==> src/rtl/bp_fe_cache_req_arbiter.sv <==
// Shares the front-end cache request port between the I$ demand-miss path (req 0)
// and the instruction prefetcher (req 1); one transaction in flight, demand first.
module bp_fe_cache_req_arbiter #(
    parameter int req_width_p      = 64,
    parameter int metadata_width_p = 8,
    parameter int starve_limit_p   = 15
) (
    input  logic                        clk_i,
    input  logic                        reset_n_i,

    input  logic [req_width_p-1:0]      req_i [2],
    input  logic [1:0]                  req_v_i,
    output logic [1:0]                  req_yumi_o,
    input  logic [metadata_width_p-1:0] req_metadata_i [2],
    input  logic [1:0]                  req_metadata_v_i,
    output logic [1:0]                  req_critical_o,
    output logic [1:0]                  req_last_o,

    output logic [req_width_p-1:0]      cache_req_o,
    output logic                        cache_req_v_o,
    input  logic                        cache_req_yumi_i,
    output logic [metadata_width_p-1:0] cache_req_metadata_o,
    output logic                        cache_req_metadata_v_o,
    input  logic                        cache_req_critical_i,
    input  logic                        cache_req_last_i,
    input  logic                        cache_req_credits_full_i
);

    localparam int cnt_width_lp = $clog2(starve_limit_p + 1);

    typedef enum logic [1:0] {IDLE, SEND, META, BUSY} state_e;

    state_e                  state_r, state_n;
    logic                    owner_r, owner_n;
    logic [cnt_width_lp-1:0] starve_cnt_r, starve_cnt_n;
    logic                    starved;

    function automatic logic [cnt_width_lp-1:0] sat_inc(input logic [cnt_width_lp-1:0] v);
        return (v == cnt_width_lp'(starve_limit_p)) ? v : v + 1'b1;
    endfunction

    assign starved = (starve_cnt_r == cnt_width_lp'(starve_limit_p));

    always_ff @(posedge clk_i or negedge reset_n_i) begin
        if (!reset_n_i) begin
            state_r      <= IDLE;
            owner_r      <= 1'b0;
            starve_cnt_r <= '0;
        end else begin
            state_r      <= state_n;
            owner_r      <= owner_n;
            starve_cnt_r <= starve_cnt_n;
        end
    end

    always_comb begin
        state_n                = state_r;
        owner_n                = owner_r;
        starve_cnt_n           = starve_cnt_r;
        req_yumi_o             = '0;
        req_critical_o         = '0;
        req_last_o             = '0;
        cache_req_o            = '0;
        cache_req_v_o          = 1'b0;
        cache_req_metadata_o   = '0;
        cache_req_metadata_v_o = 1'b0;

        unique case (state_r)
            IDLE: begin
                if (!req_v_i[1])
                    starve_cnt_n = '0;
                if (!cache_req_credits_full_i && (|req_v_i)) begin
                    state_n = SEND;
                    if (req_v_i[0] && !(starved && req_v_i[1])) begin
                        owner_n = 1'b0;
                        if (req_v_i[1])
                            starve_cnt_n = sat_inc(starve_cnt_r);
                    end else begin
                        owner_n      = 1'b1;
                        starve_cnt_n = '0;
                    end
                end
            end
            SEND: begin
                cache_req_o   = req_i[owner_r];
                cache_req_v_o = req_v_i[owner_r];
                if (req_v_i[owner_r] && cache_req_yumi_i) begin
                    req_yumi_o[owner_r] = 1'b1;
                    state_n             = META;
                end else if (owner_r && req_v_i[0]) begin
                    // Demand steals an unaccepted prefetch; no ack, no starve event.
                    owner_n = 1'b0;
                end else if (!req_v_i[owner_r]) begin
                    state_n = IDLE;
                end
            end
            META: begin
                cache_req_metadata_o    = req_metadata_i[owner_r];
                cache_req_metadata_v_o  = req_metadata_v_i[owner_r];
                req_critical_o[owner_r] = cache_req_critical_i;
                req_last_o[owner_r]     = cache_req_last_i;
                if (cache_req_last_i)
                    state_n = IDLE;
                else if (req_metadata_v_i[owner_r])
                    state_n = BUSY;
            end
            BUSY: begin
                req_critical_o[owner_r] = cache_req_critical_i;
                req_last_o[owner_r]     = cache_req_last_i;
                if (cache_req_last_i)
                    state_n = IDLE;
            end
            default: state_n = IDLE;
        endcase
    end

endmodule

==> config.mk <==
export PLATFORM = sky130hd
export DESIGN_NAME = bp_fe_cache_req_arbiter
export DESIGN_NICKNAME = d
export VERILOG_FILES = /design/src/rtl/bp_fe_cache_req_arbiter.sv
export SDC_FILE = /design/constraint.sdc
export NUM_CORES = 1
export LEC_CHECK = 0
export BUFFER_PORTS_ARGS = -buffer_cell sky130_fd_sc_hd__buf_2
export CORE_AREA = 2 2 91 93
export DETAILED_ROUTE_END_ITERATION = 10
export DIE_AREA = 0 0 93 95
export HOLD_SLACK_MARGIN = 0.06
export PLACE_DENSITY_LB_ADDON = 0.15
export SLEW_MARGIN = 20
export SYNTH_ARGS = -nofsm -noshare
export SYNTH_HDL_FRONTEND = slang
export SYNTH_SLANG_ARGS = --single-unit
==> constraint.sdc <==
create_clock -name clk_i -period 1.9 [get_ports clk_i]
set_clock_uncertainty 0.15 [all_clocks]
set_input_delay 0.285 -clock clk_i [delete_from_list [all_inputs] [get_ports clk_i]]
set_output_delay 0.285 -clock clk_i [all_outputs]
set_load 0.05 [all_outputs]
==> results.py <==
metrics = {
    "global_route": {
        "grt_max_degree": 43,
        "grt_pass1_vias": 2156,
        "antenna_found_initial": 2,
        "grt_usage_pct": 14.40,
        "grt_pass1_wl_mm": 10.49,
        "grt_overflow_total": 0,
    },
    "critical_path": {
        "critPathCaptureType": "primary output",
        "cp_max_fo": 18,
        "worstPathRequired_ns": 1.46,
        "slowest_stage": "dfrtp_4",
        "worstSetupPathType": "reg -> out",
        "reg2reg_slack_ns": 0.17,
        "cp_cell_sequence": "buf_12, mux2i_2, nor2_1, buf_6",
        "reg2reg_from": "owner_r",
        "arrival_ns": 1.49,
        "rr_worst_depth": 5,
        "r2r-end": "state_r[0]",
        "cp-start-kind": "flip-flop",
        "slowest_delay_ns": 0.56,
    },
    "yosys": {
        "ys_seq_area_share_pct": 10.53,
        "syn_avg_cell_area_um2": 7.599,
        "synth_area_leaders": "mux2i_1, nor2_1, dfrtp_1",
        "yosys_warnings": 0,
        "yosysMostFrequentCell": "nor2_1",
        "synth_cell_types": 32,
        "synth-edff-count": 0,
        "synth.top_cell.area_share_pct": 45.11,
        "netlist_area_um2": 1664,
        "synthCells": 219,
        "syn-num-nets": 374,
        "synth_top_flop_cell": "dfrtp_1",
        "yosys.area.top_type": "mux2i_1",
        "ys_ff_latch": 7,
        "ys_top_cells_by_count": "nor2_1, mux2i_1, buf_4",
        "synthArstFlopShare_pct": 100.0,
    },
    "placement": {
        "post-place-ws_ns": 0.07555,
        "dp.cells": 546,
        "io_buffers": 233,
        "hpwl_mm": 5.956,
        "globalplace.congestion": 0.7731,
    },
    "clock_tree": {
        "cts_tree": "yes",
        "cts_root_buffer": "clkbuf_8",
        "cts.sinks": 7,
        "cts.clk_slew.worst_paths_ns": 0.04,
        "cts_made_buffers": 3,
        "insertion_delay_ns": 0.23,
        "clockBufferDepth": 2,
        "htreeDepth": 1,
    },
    "finish": {
        "num-fill-cells": 850,
        "nNetsFinal": 611,
        "drive_gt1_share_pct": 61.32,
        "final_util_pct": 44.63,
        "fin_cells": 561,
        "syn_to_final_growth_pct": 112.6,
    },
    "sta": {
        "slew_headroom_pct": 77.65,
        "setup_viol": 3,
        "max_freq_mhz": 518.8,
        "setup_slack_ns": -0.02740,
        "fin_crit_sh_pct": 101.4,
        "maxSlewViolCount": 0,
        "worst_pin_slew_ns": 0.3310,
        "rsz0062_at_grt": "yes",
        "finalHoldViolations": 0,
        "fin_crit_ns": 1.927,
        "finalSetupTns_ns": -0.03953,
    },
    "pwr": {
        "vdd_drop_max_mv": 0.8765,
        "powerDensity_nw_per_um2": 1871,
        "p_leak_nw": 2.019,
        "fin_total_pwr_mw": 6.620,
    },
    "routing": {
        "drtIter0Drc": 59,
        "drcViolationCount": 0,
        "routed_wl_mm": 7.905,
        "viasPerCell": 4.439,
        "avgRoutedWirePerCell_um": 14.09,
        "num_vias": 2490,
        "postRouteAntennaNets": 0,
        "first_pass_iters": 4,
    },
    "floorplanning": {
        "design.core.area_um2": 7928,
        "die_w_um": 93,
        "rows": 33,
        "ios": 234,
        "floorplan.initialDensity_pct": 20.99,
        "die_h_um": 95,
        "dieArea_um2": 8835,
    },
    "outcome": {
        "status": "finished, violations left",
        "violations": "negative setup slack",
    },
    "min_path": {
        "hold_path.class": "in -> async",
    },
    "job": {
        "drv_cap": 0,
    },
}
==> metrics by stage <==
step	hold slack, ns	area [um2]
4_1_cts	0.2656	3131
2_1_floorplan	-0.1606	1682
3_5_place_dp	-0.01148	2938
5_1_grt	0.3022	3536
6_report	0.2672	3538
3_3_place_gp	-0.01750	2938
==> flip-flops by register name (all words and copies together), names as in the netlist <==
| register | cells |
|---|---|
| owner_r | 1 |
| starve_cnt_r | 4 |
| state_r | 2 |
==> power breakdown <==
part,internal [mW],switching (mW),total (mW)
Combinational,2.30,3.81,6.10
Sequential,0.207,0.0922,0.299
Clock,0.146,0.0701,0.216
Total,2.65,3.97,6.62
==> layout make-up <==
type	instances	area (um2)	share of cell area (%)
tap	105	131.4	3.713
multi-input combinational	189	1398	39.50
sequential	7	178.9	5.057
clock buffer	4	45.04	1.273
antenna	1	2.502	0.07072
inverter	3	15.01	0.4243
timing repair buffer	252	1768	49.96
==> cell usage in the layout (no fill, tap or decap), drive strengths merged, types with 2 or more instances in the layout <==
cell / Yosys / routed
and3: 6 / 6
nor3: 4 / 4
o211ai: 2 / 2
buf: 19 / 239
nand3: 4 / 4
or2b: 2 / 2
a32o: 2 / 2
inv: 3 / 2
clkbuf: 1 / 16
dfrtp: 7 / 7
o21ai: 3 / 3
mux2i: 75 / 75
nor2: 76 / 76
==> worst max-delay path: cells and delay by family (launching register included) <==
family                 cells  cell delay (ns)
muxes                      1             0.15
buffers and inverters      2             0.39
DFF                        1             0.56
and+or+nand+nor            1             0.16
==> how the worst max path moves through the flow <==
stage	startpoint	end	depth (start not counted)
finish	owner_r	cache_req_o[1]	4
CTS	owner_r	req_yumi_o[1]	4
floorplan	state_r[1]	cache_req_o[21]	4
detailed placement	owner_r	cache_req_o[9]	4
global route	owner_r	cache_req_o[1]	4
global placement	owner_r	req_yumi_o[1]	4
==> cells by family (layout without fill, tap and decap cells) <==
logic type | after synthesis | in the layout | synth area share [%]
simple gates | 99 | 99 | 25.94
buf+inv | 23 | 259 | 10.60
flops | 7 | 7 | 10.53
fa+ha+maj | 1 | 1 | 0.7518
mux | 76 | 76 | 46.01
compound gates | 13 | 13 | 6.166
other cells | 0 | 1 | 0
==> layer usage <==
layer / wire, um / GRT usage (%) / up-vias / share of wire (%)
li1: - / - / 1239 / -
met1: 3013 / 17.79 / 1114 / 38
met2: 4096 / 26.27 / 129 / 52
met3: 749 / 3.432 / 6 / 9.5
met4: 32 / 1.471 / 2 / 0.40
met5: 13 / 0 / - / 0.16
==> repair_timing <==
action                     CTS  global route
gates resized for setup     44           135
setup buffers                3             5
setup endpoints to repair   74            76
hold endpoints to repair     7             0
hold buffers                 1             0
pin swaps                    1             2
gates cloned                 0             2
Note: power is estimated with default switching activity, not from simulation.
